File: config.mk
export PLATFORM = sky130hd
export DESIGN_NAME = pc_gen
export DESIGN_NICKNAME = d
export VERILOG_FILES = /design/src/rtl/core_pkg.sv /design/src/rtl/pc_target_sel.sv /design/src/rtl/pc_gen.sv
export SDC_FILE = /design/constraint.sdc
export NUM_CORES = 1
export LEC_CHECK = 0
export BUFFER_PORTS_ARGS = -buffer_cell sky130_fd_sc_hd__buf_2
export CAP_MARGIN = 20
export CORE_ASPECT_RATIO = 0.9
export CORE_MARGIN = 5
export CORE_UTILIZATION = 35
export DETAILED_ROUTE_END_ITERATION = 7
export GPL_TIMING_DRIVEN = 0
export PLACE_DENSITY = 0.55
export SYNTH_ARGS = -nofsm -noshare
export SYNTH_HDL_FRONTEND = slang
export SYNTH_SLANG_ARGS = --single-unit
File: constraint.sdc
create_clock -name clk -period 2.85 [get_ports clk]
set_input_delay 0.1425 -clock clk [delete_from_list [all_inputs] [get_ports clk]]
set_output_delay 0.1425 -clock clk [all_outputs]
set_load 0.005 [all_outputs]
File: src/rtl/core_pkg.sv
// Shared core definitions: redirect target encodings, PC generator FSM states,
// and the default sequential fetch increment.
package core_pkg;

  localparam int unsigned SEL_W              = 3;
  localparam int unsigned DEFAULT_INST_BYTES = 4;

  // Redirect target mode carried on redir_sel.
  typedef enum logic [SEL_W-1:0] {
    SEL_ALU_OUT  = 3'd0,
    SEL_MEM_OUT  = 3'd1,
    SEL_NEXT_PC  = 3'd2,
    SEL_IMM_PC   = 3'd3,
    SEL_IMM_ONLY = 3'd4
  } redir_sel_e;

  // PC generator control states.
  typedef enum logic [1:0] {
    ST_BOOT = 2'd0,
    ST_RUN  = 2'd1,
    ST_PEND = 2'd2
  } pc_state_e;

endpackage

File: src/rtl/pc_target_sel.sv
// Combinational redirect target mux/adder.
// Ports:
//   sel      - target mode (core_pkg::redir_sel_e encoding, 5..7 act as NEXT_PC)
//   base     - PC of the redirecting instruction
//   alu_out  - ALU result
//   mem_out  - load data (indirect target)
//   ext_imm  - sign-extended immediate
//   target_c - selected target address (sums wrap modulo 2^XLEN)
module pc_target_sel
  import core_pkg::*;
#(
  parameter int unsigned XLEN       = 32,
  parameter int unsigned INST_BYTES = DEFAULT_INST_BYTES
) (
  input  logic [SEL_W-1:0] sel,
  input  logic [XLEN-1:0]  base,
  input  logic [XLEN-1:0]  alu_out,
  input  logic [XLEN-1:0]  mem_out,
  input  logic [XLEN-1:0]  ext_imm,
  output logic [XLEN-1:0]  target_c
);

  // Unused encodings fall back to the sequential successor of base.
  always_comb begin
    target_c = base + XLEN'(INST_BYTES);
    case (redir_sel_e'(sel))
      SEL_ALU_OUT:  target_c = alu_out;
      SEL_MEM_OUT:  target_c = mem_out;
      SEL_NEXT_PC:  target_c = base + XLEN'(INST_BYTES);
      SEL_IMM_PC:   target_c = base + ext_imm;
      SEL_IMM_ONLY: target_c = ext_imm;
      default:      target_c = base + XLEN'(INST_BYTES);
    endcase
  end

endmodule

File: src/rtl/pc_gen.sv
// Program-counter generator: holds the fetch PC, offers it to imem over a
// valid/ready handshake and applies EX redirects. A redirect arriving while the
// offered PC is stalled is parked in pend_pc and the stale fetch is flagged.
// Optional feature macro: PC_ALIGN_CHK_EN (force targets word-aligned and
// pulse misalign when a target had nonzero low bits).
// Ports:
//   clk, rst                 - clock, synchronous active-high reset
//   pc, pc_valid, pc_ready   - fetch address handshake to imem
//   wrong_path               - accepted fetch is stale (high throughout PEND)
//   redir_valid, redir_sel   - redirect request and target mode
//   redir_base, alu_out,
//   mem_out, ext_imm         - target operands
//   misalign                 - one-cycle pulse after a misaligned target write
module pc_gen
  import core_pkg::*;
#(
  parameter int unsigned XLEN       = 32,
  parameter logic [31:0] RESET_VEC  = 32'h0000_0000,
  parameter int unsigned INST_BYTES = DEFAULT_INST_BYTES
) (
  input  logic             clk,
  input  logic             rst,
  output logic [XLEN-1:0]  pc,
  output logic             pc_valid,
  input  logic             pc_ready,
  output logic             wrong_path,
  input  logic             redir_valid,
  input  logic [SEL_W-1:0] redir_sel,
  input  logic [XLEN-1:0]  redir_base,
  input  logic [XLEN-1:0]  alu_out,
  input  logic [XLEN-1:0]  mem_out,
  input  logic [XLEN-1:0]  ext_imm,
  output logic             misalign
);

  localparam logic [XLEN-1:0] RESET_PC = XLEN'(RESET_VEC);

  pc_state_e       state_q, state_d;
  logic [XLEN-1:0] pc_q, pc_d;
  logic [XLEN-1:0] pend_pc_q, pend_pc_d;
  logic            pc_valid_q, pc_valid_d;
  logic [XLEN-1:0] raw_target_c;
  logic [XLEN-1:0] target_c;
  logic            tgt_write_c;

  pc_target_sel #(
    .XLEN      (XLEN),
    .INST_BYTES(INST_BYTES)
  ) u_target_sel (
    .sel     (redir_sel),
    .base    (redir_base),
    .alu_out (alu_out),
    .mem_out (mem_out),
    .ext_imm (ext_imm),
    .target_c(raw_target_c)
  );

`ifdef PC_ALIGN_CHK_EN
  logic misalign_q, misalign_d;

  assign target_c = {raw_target_c[XLEN-1:2], 2'b00};

  // Pulse when a freshly selected target lands in pc or pend_pc unaligned.
  always_comb begin
    misalign_d = tgt_write_c && (raw_target_c[1:0] != 2'b00);
  end

  always_ff @(posedge clk) begin
    if (rst) misalign_q <= 1'b0;
    else     misalign_q <= misalign_d;
  end

  assign misalign = misalign_q;
`else
  assign target_c = raw_target_c;
  assign misalign = 1'b0;
`endif

  // Next-state, next-PC and pending-target logic.
  always_comb begin
    state_d     = state_q;
    pc_d        = pc_q;
    pend_pc_d   = pend_pc_q;
    tgt_write_c = 1'b0;
    case (state_q)
      ST_BOOT: begin
        state_d = ST_RUN;
        if (redir_valid) begin
          pc_d        = target_c;
          tgt_write_c = 1'b1;
        end
      end
      ST_RUN: begin
        if (redir_valid) begin
          tgt_write_c = 1'b1;
          if (pc_ready) begin
            pc_d = target_c;
          end else begin
            // Offered pc must stay stable until accepted; park the target.
            pend_pc_d = target_c;
            state_d   = ST_PEND;
          end
        end else if (pc_ready) begin
          pc_d = pc_q + XLEN'(INST_BYTES);
        end
      end
      ST_PEND: begin
        if (redir_valid) tgt_write_c = 1'b1;
        if (pc_ready) begin
          pc_d    = redir_valid ? target_c : pend_pc_q;
          state_d = ST_RUN;
        end else if (redir_valid) begin
          pend_pc_d = target_c;
        end
      end
      default: state_d = ST_BOOT;
    endcase
    pc_valid_d = (state_d != ST_BOOT);
  end

  // State and datapath registers.
  always_ff @(posedge clk) begin
    if (rst) begin
      state_q    <= ST_BOOT;
      pc_q       <= RESET_PC;
      pend_pc_q  <= '0;
      pc_valid_q <= 1'b0;
    end else begin
      state_q    <= state_d;
      pc_q       <= pc_d;
      pend_pc_q  <= pend_pc_d;
      pc_valid_q <= pc_valid_d;
    end
  end

  assign pc         = pc_q;
  assign pc_valid   = pc_valid_q;
  assign wrong_path = (state_q == ST_PEND);

endmodule

==> impl_metrics.csv <==
group,metric,value,unit
flow_run,maxCapViolCount,0,
layout,area_delta_synth_final,21.1,%
yosys,yosysWarningCount,0,
layout,fin_cells,1461,
route,via_count,8733,
pwr,pwr_density_cell,433,mW/mm^2
route,avgRoutedWirePerCell,21.9,um
yosys,synthMuxAreaShare,4.79,%
critical_path,critPathKind,"input pin to flip-flop",
yosys,synth_flop_cell,"dfxtp_1",
layout,final_util,43.1,%
die,die_area,0.0234,sq mm
critical_path,end_kind,"flip-flop",
timing,finalHoldViolations,0,
min_path,whs_endpoint,"state_q[1]$_SDFF_PP0_",
yosys,synth_cells,1020,
timing,slew_violations,0,
die,die_h,145,um
placement,dpl_cell_area,0.00829,sq mm
timing,max_freq,364,MHz
pwr,pwr-share-clk,30.4,%
yosys,synth_compound_area_share,30.6,%
yosys,syn_avg_cell_area,7.00,sq um
layout,nets,1376,
die,start_util,35.6,%
yosys,synthArstFlopShare,0,%
timing,tightest_slew,0.871,ns
global_routing,gr-total-overflow,0,
pwr,p_switching,1.45,mW
critical_path,r2r_setup_slack,0.19,ns
layout,n_antenna_cell,0,
die,num_rows,49,
critical_path,start_kind,"input pin",
yosys,yosysUniqueCellTypes,72,
route,drtPass1Iterations,5,
timing,min_period,2.75,ns
critical_path,critical_path_required,3.08,ns
yosys,synth_edf_count,0,
cts,clock-root-buffer,"clkbuf_16",
layout,multi_input_area,0.00548,sq mm
min_path,worstHoldPathType,"input pin to flip-flop",
critical_path,r2r_cells,7,
cts,clk_pin_slew_worst_paths,0.06,ns
cts,htree_levels,3,
layout,stdcell_area,0.00864,sq mm
layout,ff_latch_area,0.00134,sq mm
placement,dpl.cell_count,1442,
cts,cts_tree,"done",
pwr,ir_drop,0.000251,V
cts,cts_buffers,9,
yosys,synth_top_family_by_area,"compound AO/OA/AOI/OAI gates",
yosys,synth_fp_nets,1194,
global_routing,grt_pass1_vias,8320,
yosys,synth_xor_area_share,9.45,%
timing,final.setup.tns,0,ns
route,via_per_inst,5.98,
critical_path,cp.arrival,2.98,ns
global_routing,grt_antenna_before_repair,0,
placement,hpwl,25300,um
yosys,synth-simple-area-share,24.6,%
pwr,p_sw_share,38.6,%
pwr,power.leakage,3.54,nW
die,ios,170,
route,drt_iter0_markers,769,
timing,finalSetupViolCount,0,
cts,clkSinkCount,67,
pwr,internal-power,2.30,mW
yosys,syn_area,0.00714,sq mm
timing,fin_crit_sh,96.4,%
global_routing,grt_util_all_layers,25.9,%
global_routing,grt_pass1_wl,47800,um
layout,drive_above_1_share,18.3,%
die,fp.dieW,161,um
global_routing,grt_max_degree,11,
placement,placement.io_buffers,167,
yosys,yosysSeqAreaShare,18.8,%
pwr,combPwrFrac,39.4,%
route,antenna_left,0,
placement,place.gp.congestion,0.969,
critical_path,worst-path-max-fanout,4,
timing,slew_headroom,42.0,%
min_path,hp-start,"pc_ready",
critical_path,r2r-end,"pend_pc_q[4]$_SDFFE_PP0P_",
status,outcome,"completed",
route,wl,32000,um
route,drcViolationCount,0,
pwr,seqPwrFrac,30.2,%
layout,fillerInstances,2142,
die,core,0.0200,sq mm
cts,clk_path_buf_depth,2,
timing,finalClockSkew,0.00835,ns
min_path,hold_path_depth,4,
cts,cts_hold_buf,0,
cts,insertion_delay,0.34,ns
yosys,synth_fa_ha_area_share,6.94,%
critical_path,r2r-start,"state_q[0]$_SDFF_PP0_",
yosys,ys_ff_latch,67,
## area by class of cell
class / instances / share of cell area, %
multi-input cells: 868 / 63.4
flip-flops and latches: 67 / 15.5
repair buffers: 171 / 10.0
well taps: 255 / 3.69
plain buffers: 65 / 3.07
clock buffers: 13 / 3.01
inverters: 20 / 0.868
clock inverters: 2 / 0.405
## worst max-delay path, stage by stage
cell,delay [ns]
buf_2,0.11
ha_1,0.21
inv_1,0.07
fa_1,0.42
nor2b_1,0.19
o2111ai_1,0.18
a21oi_2,0.28
nor3_1,0.12
o31ai_2,0.24
buf_4,0.17
a21boi_1,0.07
xnor2_1,0.18
a211o_1,0.35
a32o_1,0.26
## through the flow
step                      total power, mW  setup slack [ns]  hold WS, ns
after floorplan                      2.01             0.293        0.332
after global placement               2.58            -0.686        0.440
after detailed placement             2.57            -0.624        0.448
after CTS                            3.71            0.0601        0.194
after global routing                 3.93          -0.00711        0.221
final                                3.74             0.103        0.209
## power by group through the flow
stage / Sequential [mW] / Combinational, mW / Clock (mW)
2_1_floorplan: 1.13 / 0.879 / 0
4_1_cts: 1.13 / 1.44 / 1.14
6_report: 1.13 / 1.48 / 1.14
3_3_place_gp: 1.15 / 1.43 / 0
3_5_place_dp: 1.15 / 1.43 / 0
5_1_grt: 1.14 / 1.60 / 1.19
## cells by family after synthesis
group | Yosys count
simple gates | 367
compound gates | 350
buf+inv | 85
xor+xnor | 77
flops | 67
fa+ha+maj | 39
mux | 34
other cells | 1
## placed cells by master, fill, tap and decap left out, types with 10 or more instances in the layout
cell type  netlist  layout
buf_2            7     175
nand4_1         10      10
dfxtp_1         67      66
o21a_1          10      10
and3_1          12      12
a211oi_1        18      18
mux2i_1         33      33
nand3_1         52      52
nor2_1          93      93
ha_1            38      38
o21ai_0         83      82
nand2_1        114     114
o22ai_1         13      13
inv_1           20      20
xnor2_1         46      46
a31oi_1         12      11
a21oi_1        119     118
xor2_1          31      31
nor3_1          32      32
clkbuf_1        52      51
## Yosys cell counts (6+ instances only)
library cell | n | area, sq um
o21ai_0 | 83 | 415
nand2_1 | 114 | 428
nor2b_1 | 6 | 37.5
a21o_1 | 7 | 52.6
o21ai_1 | 7 | 35.0
and2_1 | 7 | 43.8
a22oi_1 | 9 | 67.6
nor2_1 | 93 | 349
buf_2 | 7 | 35.0
nand3b_1 | 6 | 45.0
and3_1 | 12 | 75.1
and4_1 | 7 | 61.3
a31oi_1 | 12 | 75.1
clkbuf_1 | 52 | 195
a21oi_1 | 119 | 596
mux2i_1 | 33 | 330
dfxtp_1 | 67 | 1340
nor3_1 | 32 | 160
nand2b_1 | 9 | 56.3
a211oi_1 | 18 | 135
o22ai_1 | 13 | 81.3
nand3_1 | 52 | 260
nand4_1 | 10 | 62.6
ha_1 | 38 | 475
inv_1 | 20 | 75.1
a221oi_1 | 8 | 70.1
xor2_1 | 31 | 272
xnor2_1 | 46 | 403
o21a_1 | 10 | 75.1
o211ai_1 | 9 | 67.6
## how the worst max path moves through the flow
stage                        from                   to  slack, ns  depth (start not counted)
global placement     redir_sel[2]  pc[16]$_SDFFE_PP0P_      -0.69                          9
global route        redir_base[0]  pc[24]$_SDFFE_PP0P_     -0.007                         14
CTS                  redir_sel[2]  pc[16]$_SDFFE_PP0P_       0.06                          9
detailed placement   redir_sel[2]  pc[16]$_SDFFE_PP0P_      -0.62                          9
floorplan           redir_base[0]  pc[24]$_SDFFE_PP0P_       0.29                         12
finish              redir_base[0]  pc[24]$_SDFFE_PP0P_       0.10                         14
## state kept, by name, indices dropped and copies added (netlist names)
signal,cells
pend_pc_q,32
state_q,2
pc,32
pc_valid,1
## timing repair
| action | 4_1_cts | 5_1_grt |
|---|---|---|
| gates resized for setup | 3 | 11 |
| setup buffers | 1 | 3 |
| pin swaps | 1 | 3 |
| endpoints found under the setup margin | 9 | 19 |
## routing by layer
layer	wire, um	global-route usage (%)
met5	0	0
met4	1060	8.86
met3	2990	5.98
met2	13700	39.7
met1	14200	35.6
Note: power is estimated with default switching activity, not from simulation.
